<file path="config.mk">
export PLATFORM = sky130hd
export DESIGN_NAME = fir_sine_src
export DESIGN_NICKNAME = d
export VERILOG_FILES = /design/src/rtl/fir_sine_src.sv
export SDC_FILE = /design/constraint.sdc
export NUM_CORES = 1
export LEC_CHECK = 0
export BUFFER_PORTS_ARGS = -buffer_cell sky130_fd_sc_hd__buf_2
export CAP_MARGIN = 10
export CORE_MARGIN = 2
export CORE_UTILIZATION = 35
export CTS_CLUSTER_SIZE = 16
export DETAILED_ROUTE_END_ITERATION = 6
export MAX_ROUTING_LAYER = met4
export SLEW_MARGIN = 15
export SYNTH_ARGS = -nofsm -noshare
export SYNTH_HDL_FRONTEND = slang
export SYNTH_SLANG_ARGS = --single-unit
</file>
<file path="constraint.sdc">
create_clock -name i_clk_tb -period 3.4 [get_ports i_clk_tb]
set_input_delay 0.34 -clock i_clk_tb [delete_from_list [all_inputs] [get_ports i_clk_tb]]
set_output_delay 0.34 -clock i_clk_tb [all_outputs]
set_load 0.02 [all_outputs]
</file>
<file path="src/rtl/fir_sine_src.sv">
// fir_sine_src: 8-phase signed sine test-tone source driving fir (i_fir_data/i_en_buff/i_en_fir).
// Optional macro FIR_SRC_AMP_EN adds i_amp_shift, an arithmetic attenuation applied per new sample.
module fir_sine_src #(
    parameter int DATA_W = 16,
    parameter int HOLD_W = 5
) (
    input  logic              i_clk_tb,
    input  logic              i_rst_n_tb,
    input  logic              i_start,
    input  logic              i_stop,
    input  logic [HOLD_W-1:0] i_hold,
`ifdef FIR_SRC_AMP_EN
    input  logic [1:0]        i_amp_shift,
`endif
    output logic [DATA_W-1:0] o_fir_data,
    output logic              o_en_buff,
    output logic              o_en_fir,
    output logic              o_sample_stb,
    output logic [2:0]        o_phase,
    output logic              o_busy
);

    localparam logic [1:0] ST_IDLE     = 2'd0;
    localparam logic [1:0] ST_PRIME    = 2'd1;
    localparam logic [1:0] ST_RUN      = 2'd2;
    localparam logic [1:0] ST_STOPPING = 2'd3;

    logic [1:0]        state_q, state_d;
    logic [2:0]        phase_q, phase_d;
    logic [HOLD_W-1:0] cnt_q,   cnt_d;
    logic [HOLD_W-1:0] hold_q,  hold_d;
    logic [DATA_W-1:0] data_q,  data_d;
    logic              stb_q,   stb_d;
    logic              en_q,    en_d;
    logic              busy_q,  busy_d;

    logic [2:0]               sample_phase;
    logic [15:0]              lut_word;
    logic signed [DATA_W-1:0] full_scale;
    logic signed [DATA_W-1:0] new_sample;
    logic                     last_hold;
    logic                     period_end;

    function automatic logic [15:0] lut_value(input logic [2:0] phase);
        case (phase)
            3'd0:    lut_value = 16'h0000;
            3'd1:    lut_value = 16'h5A7E;
            3'd2:    lut_value = 16'h7FFF;
            3'd3:    lut_value = 16'h5A7E;
            3'd4:    lut_value = 16'h0000;
            3'd5:    lut_value = 16'hA582;
            3'd6:    lut_value = 16'h8000;
            default: lut_value = 16'hA582;
        endcase
    endfunction

    // The sample loaded next is LUT[0] on leaving PRIME, otherwise the following phase.
    assign sample_phase = (state_q == ST_PRIME) ? 3'd0 : phase_q + 3'd1;
    assign lut_word     = lut_value(sample_phase);
    assign full_scale   = DATA_W'($signed(lut_word));
`ifdef FIR_SRC_AMP_EN
    assign new_sample   = full_scale >>> i_amp_shift;
`else
    assign new_sample   = full_scale;
`endif

    assign last_hold  = (cnt_q == hold_q);
    assign period_end = last_hold && (phase_q == 3'd7);

    always_comb begin
        // NOTE: every next-state signal gets a default first so no path leaves it unassigned (no latches).
        state_d = state_q;
        phase_d = phase_q;
        cnt_d   = cnt_q;
        hold_d  = hold_q;
        data_d  = data_q;
        stb_d   = 1'b0;
        en_d    = en_q;
        busy_d  = busy_q;

        case (state_q)
            ST_IDLE: begin
                phase_d = 3'd0;
                cnt_d   = '0;
                data_d  = '0;
                en_d    = 1'b0;
                busy_d  = 1'b0;
                // Start wins over a simultaneous stop; stop alone is meaningless here.
                if (i_start) begin
                    state_d = ST_PRIME;
                    hold_d  = i_hold;
                    busy_d  = 1'b1;
                end
            end

            ST_PRIME: begin
                state_d = ST_RUN;
                phase_d = 3'd0;
                cnt_d   = '0;
                data_d  = new_sample;
                stb_d   = 1'b1;
                en_d    = 1'b1;
                busy_d  = 1'b1;
            end

            ST_RUN, ST_STOPPING: begin
                if (i_stop) begin
                    state_d = ST_STOPPING;
                end
                if (last_hold) begin
                    cnt_d = '0;
                    // A stop seen on the very last cycle of phase 7 still ends at this wrap.
                    if (period_end && ((state_q == ST_STOPPING) || i_stop)) begin
                        state_d = ST_IDLE;
                        phase_d = 3'd0;
                        data_d  = '0;
                        en_d    = 1'b0;
                        busy_d  = 1'b0;
                    end else begin
                        phase_d = sample_phase;
                        data_d  = new_sample;
                        stb_d   = 1'b1;
                    end
                end else begin
                    cnt_d = cnt_q + HOLD_W'(1);
                end
            end

            default: begin
                state_d = ST_IDLE;
                phase_d = 3'd0;
                cnt_d   = '0;
                data_d  = '0;
                en_d    = 1'b0;
                busy_d  = 1'b0;
            end
        endcase
    end

    // NOTE: state registers use non-blocking assignments so every flop samples pre-edge values.
    always_ff @(posedge i_clk_tb or negedge i_rst_n_tb) begin
        if (!i_rst_n_tb) begin
            state_q <= ST_IDLE;
            phase_q <= 3'd0;
            cnt_q   <= '0;
            hold_q  <= '0;
            data_q  <= '0;
            stb_q   <= 1'b0;
            en_q    <= 1'b0;
            busy_q  <= 1'b0;
        end else begin
            state_q <= state_d;
            phase_q <= phase_d;
            cnt_q   <= cnt_d;
            hold_q  <= hold_d;
            data_q  <= data_d;
            stb_q   <= stb_d;
            en_q    <= en_d;
            busy_q  <= busy_d;
        end
    end

    assign o_fir_data   = data_q;
    assign o_en_buff    = en_q;
    assign o_en_fir     = en_q;
    assign o_sample_stb = stb_q;
    assign o_phase      = phase_q;
    assign o_busy       = busy_q;

endmodule
</file>
# After elaboration in Yosys (flattened, before gate mapping)
# Index checks and enable logic that the tools add are counted.
[op_classes]
add_sub_neg = 2
eq_ne = 13
mux = 23
n_reduce_logical = 11
[op_table]
columns = ["op", "n"]
rows = [
  ["16-bit case mux with 4 select lines", 1],
  ["16-bit case mux with 3 select lines", 1],
  ["16-bit 2-to-1 mux", 2],
  ["5-bit case mux with 2 select lines", 1],
  ["3-bit equality test (second input constant)", 3],
  ["3-bit 2-to-1 mux", 3],
  ["2-bit 2-to-1 mux", 4],
  ["2-bit OR reduction", 4],
  ["3-bit by 2-bit equality test with 1-bit output (second input constant)", 2],
  ["2-bit != test (second input constant)", 3],
  ["1-bit case mux with 3 select lines", 2],
  ["2-bit case mux with 3 select lines", 1],
  ["3-bit case mux with 2 select lines", 1],
  ["5-bit by 1-bit adder with 5-bit output (second input constant)", 1],
  ["5-bit equality test", 1],
  ["1-bit 2-to-1 mux", 5],
  ["5-bit 2-to-1 mux", 1],
  ["2-bit equality test (second input constant)", 2],
  ["2-bit AND reduction", 2],
  ["3-bit by 1-bit adder with 3-bit output (second input constant)", 1],
  ["3-bit by 1-bit equality test with 1-bit output (second input constant)", 1],
  ["3-bit logical NOT", 1],
  ["2-bit by 1-bit equality test with 1-bit output (second input constant)", 1],
  ["1-bit logical AND", 2],
  ["other kinds (3)", 3],
]
[word_totals]
register_bits = 34
out_inout_bits = 23

# Depth between registers and ports, before layout
[depth]
ltp_word = 8
ltp_mapped = 5

# Worst setup path after synthesis
# OpenSTA, ideal clock, no wires.
[synth_path]
path_kind = "flip-flop to flip-flop"
from = "reg phase_q[0] (netlist: o_phase[0])"
to = "reg data_q[13] (netlist: o_fir_data[13])"
setup_time_ns = 0.121
arrival_ns = 1.563
path_slack_ns = 1.716
stages_incl_launch_ff = 6
period_less_slack_ns = 1.684
path_cell_list = "dfrtp_1 ha_1 ha_1 nor2_1 mux2_2 a22o_1"
[synth_between]
elab_chain_len = 8
elab_cells_between_ends = 17
cone_classes = "add/sub (1); eq/ne (6); mux (5); reduce/logical (5)"
[synth_lines]
columns = ["element", "line_no", "rtl"]
rows = [
  ["from (decl)", "29", "logic [2:0] phase_q, phase_d;"],
  ["from (signal assigned)", "153", "phase_q <= phase_d;"],
  ["3-bit by 1-bit adder with 3-bit output", "58", "assign sample_phase = (state_q == ST_PRIME) ? 3'd0 : phase_q + 3'd1;"],
  ["3-bit 2-to-1 mux", "58", ""],
  ["3-bit equality test, or another cell as far along", "45", "case (phase)"],
  ["2-bit OR reduction (no line)", "-", ""],
  ["16-bit case mux with 4 select lines", "45", ""],
  ["16-bit 2-to-1 mux", "113", "if (period_end && ((state_q == ST_STOPPING) || i_stop)) begin"],
  ["16-bit 2-to-1 mux", "110", "if (last_hold) begin"],
  ["16-bit case mux with 3 select lines (*)", "81", "case (state_q)"],
  ["to (signal assigned)", "156", "data_q <= data_d;"],
  ["to (decl)", "32", "logic [DATA_W-1:0] data_q, data_d;"],
]
# Mark *: on every way between the ends. The rest lies on a longest branch, timed or not. The select of a mux whose other input is x is not followed.
# A chain may end at the register's enable or synchronous reset.

# Final worst setup path
[layout_path]
from = "reg phase_q[0] (netlist: o_phase[0])"
to = "reg data_q[15] (netlist: o_fir_data[15])"
# Same word-level chain as after synthesis.

==> results.ini <==
[run_status]
outcome=finished clean

[logic_synthesis]
synth_top_family_by_area=compound AO/OA/AOI/OAI gates
ys_seq_area_share_pct=50.9
yosys.area.top_type=dfrtp_1
synthXorXnorAreaFrac_pct=6.86
synth_top_area_share_pct=50.9
yosys.area_share.adder_pct=3.32
syn-cell-area_mm2=0.00113
synth_area_per_cell_um2=11.9
syn_nets=107
synth_cells=95
synth_compound_area_share_pct=13.4
yosys_warnings=0
ys_ff_latch=23
synth_mux_area_share_pct=6.97
synth_cell_types=27
synthSimpleGateAreaFrac_pct=9.29
synth_area_leaders=dfrtp_1, buf_4, mux2_2

[placed_design]
place_ws_ns=1.69
port_buffers=31
placed_area_mm2=0.00125
dpl.cell_count=157
gp_congestion=0.840
detailed_place_hpwl_mm=1.43

[route]
first_iter_violations=28
drc=0
ant_nets=0
vias=763
avgRoutedWirePerCell_um=12.1
via_per_inst=4.71
totalWireLength_mm=1.96
drtPass1Iterations=4

[setup_path]
critical_path.top_delay_family=flip-flops
critPathCaptureType=register
r2r-end=o_fir_data[15]$_DFFE_PN0P_
critPathLaunchType=register
cp_slowest_stage_delay_ns=0.46
endpoint=o_fir_data[15]$_DFFE_PN0P_
crit_path_cell_trace=ha_1 > ha_1 > o21a_1 > nor4_4 > a32o_1
crit_start=o_phase[0]$_DFFE_PN0P_
crit_type=reg -> reg
arrival_ns=1.96
cp_num_cells=5
reg2reg_from=o_phase[0]$_DFFE_PN0P_
crit_fanout=9
crit_top_cell=ha_1
required_ns=3.65
r2r_cells=5
r2r_setup_slack_ns=1.68
path_buf_inv=0
slowest_stage=dfrtp_1

[timing]
tns_ns=0
worst_clock_skew_ns=0.00489
max_slew_margin_pct=66.3
fin_crit_sh_pct=50.5
drv_slew=0
hold_viol=0
rsz0062_at_grt=no
fin_ws_ns=1.68
setup_viol=0
fmax_mhz=583
tightest_slew_ns=0.506
fin_crit_ns=1.72

[clocking]
cts_tree=built
cts_setup_buffers=0
ctsResizeCount=0
cts.sinks=23
cts_made_buffers=3
cts.htree.levels=1
clock_latency_ns=0.30
ctsHoldBuffers=1
clk_pin_slew_worst_paths_ns=0.12
cts-root-buf=clkbuf_4
ctsLongestPathBuffers=2

[finish]
fin_area_mm2=0.00128
syn_to_final_growth_pct=13.5
diodes=0
finish.utilization_pct=42.0
n_fill_cell=313
layout.nets=131
drive_above_1_share_pct=39.8
stdcell_count=162

[power_and_ir_drop]
p_per_area_mw_per_mm2=873
leakagePower_nw=0.613
peakVddDrop_mv=0.196

[die]
start_util_pct=37.0
die_w_um=60.8
dieHeight_um=60.8
fp.dieArea_mm2=0.00370
ioPinCount=32
fp-row-count=20
core_mm2=0.00305

[hold_path]
min-delay-start=i_hold[1]
hp-class=in -> reg
holdPathStages=2

[global_route]
grt_use_total_pct=12.9
overflow=0
grt_max_degree=24
grt_pass1_wl_mm=3.33
antenna_found_initial=0
grt_pass1_vias=716

[job]
maxCapViolations=0

## area by class of cell
| type | count | area (um2) | share of cell area [%] |
|---|---|---|---|
| flip-flops and latches | 23 | 576 | 44.8 |
| multi-input cells | 56 | 450 | 35.1 |
| repair buffers | 32 | 165 | 12.9 |
| well taps | 44 | 55.1 | 4.29 |
| clock buffers | 4 | 26.3 | 2.05 |
| inverters | 3 | 11.3 | 0.877 |
## metal layers
metal / wire length, um / global-route usage, %
met2: 926 / 18.7
met1: 930 / 16.9
met4: 40 / 6.52
met5: 0 / -
met3: 64 / 2.77
## sequential cells by signal (all words and copies together) (netlist names)
register,count
state_q,2
o_sample_stb,1
o_phase,3
cnt_q,5
o_fir_data,5
o_en_buff,1
o_busy,1
hold_q,5
## logic make-up (layout without fill, tap and decap cells)
family / count (synthesis) / in the layout
AO/OA/AOI/OAI: 20 / 20
AND/OR/NAND/NOR: 18 / 18
adder cells (fa/ha/maj): 3 / 3
buffers and inverters: 16 / 39
multiplexers: 7 / 7
flip-flops: 23 / 23
XOR/XNOR: 8 / 8
## power by group
group	total [W]	internal, W	switching (W)
logic	0.000556	0.000232	0.000324
registers	0.000443	0.000358	0.0000841
clock network	0.000122	0.0000457	0.0000765
## synthesized netlist by cell type
library cell  instances
dfrtp_1              23
buf_4                12
mux2_2                7
nor2_1                7
xnor2_1               5
a22o_1                4
o21ai_0               4
a31oi_1               3
a32o_1                3
ha_1                  3
nand3_1               3
and2_1                2
and3_1                2
inv_1                 2
o21bai_1              2
xor2_1                2
a21o_2                1
a21oi_2               1
a22oi_1               1
and2_2                1
clkbuf_1              1
inv_2                 1
nand2_1               1
nor4_4                1
o21a_1                1
or3_1                 1
xnor2_2               1
## worst min path at each step
stage	end	slack [ns]
global route	hold_q[1]$_DFFE_PN0P_	0.23
CTS	hold_q[1]$_DFFE_PN0P_	0.25
detailed placement	hold_q[2]$_DFFE_PN0P_	0.34
global placement	hold_q[2]$_DFFE_PN0P_	0.33
floorplan	cnt_q[0]$_DFF_PN0_	0.04
finish	hold_q[1]$_DFFE_PN0P_	0.26
## worst reg2reg max path, stage by stage, from the launching register on
cell,delay [ns]
dfrtp_1,0.46
ha_1,0.23
ha_1,0.18
o21a_1,0.17
nor4_4,0.38
a32o_1,0.25
## per-stage QoR
stage               hold WS (ns)  power, W
finish                     0.256   0.00112
global route               0.225   0.00123
CTS                        0.250   0.00114
detailed placement         0.337   0.00101
global placement           0.334   0.00101
floorplan                 0.0444  0.000924
## cell usage in the layout, fill, tap and decap left out, types with 3 or more instances in the layout
cell type and instances:
o21ai_0 4, mux2_2 7, a31oi_1 3, ha_1 3, nand3_1 3, xnor2_1 5
a32o_1 3, a22o_1 4, clkbuf_4 3, buf_2 31, nor2_1 7, dfrtp_1 23
Note: power is estimated with default switching activity, not from simulation.
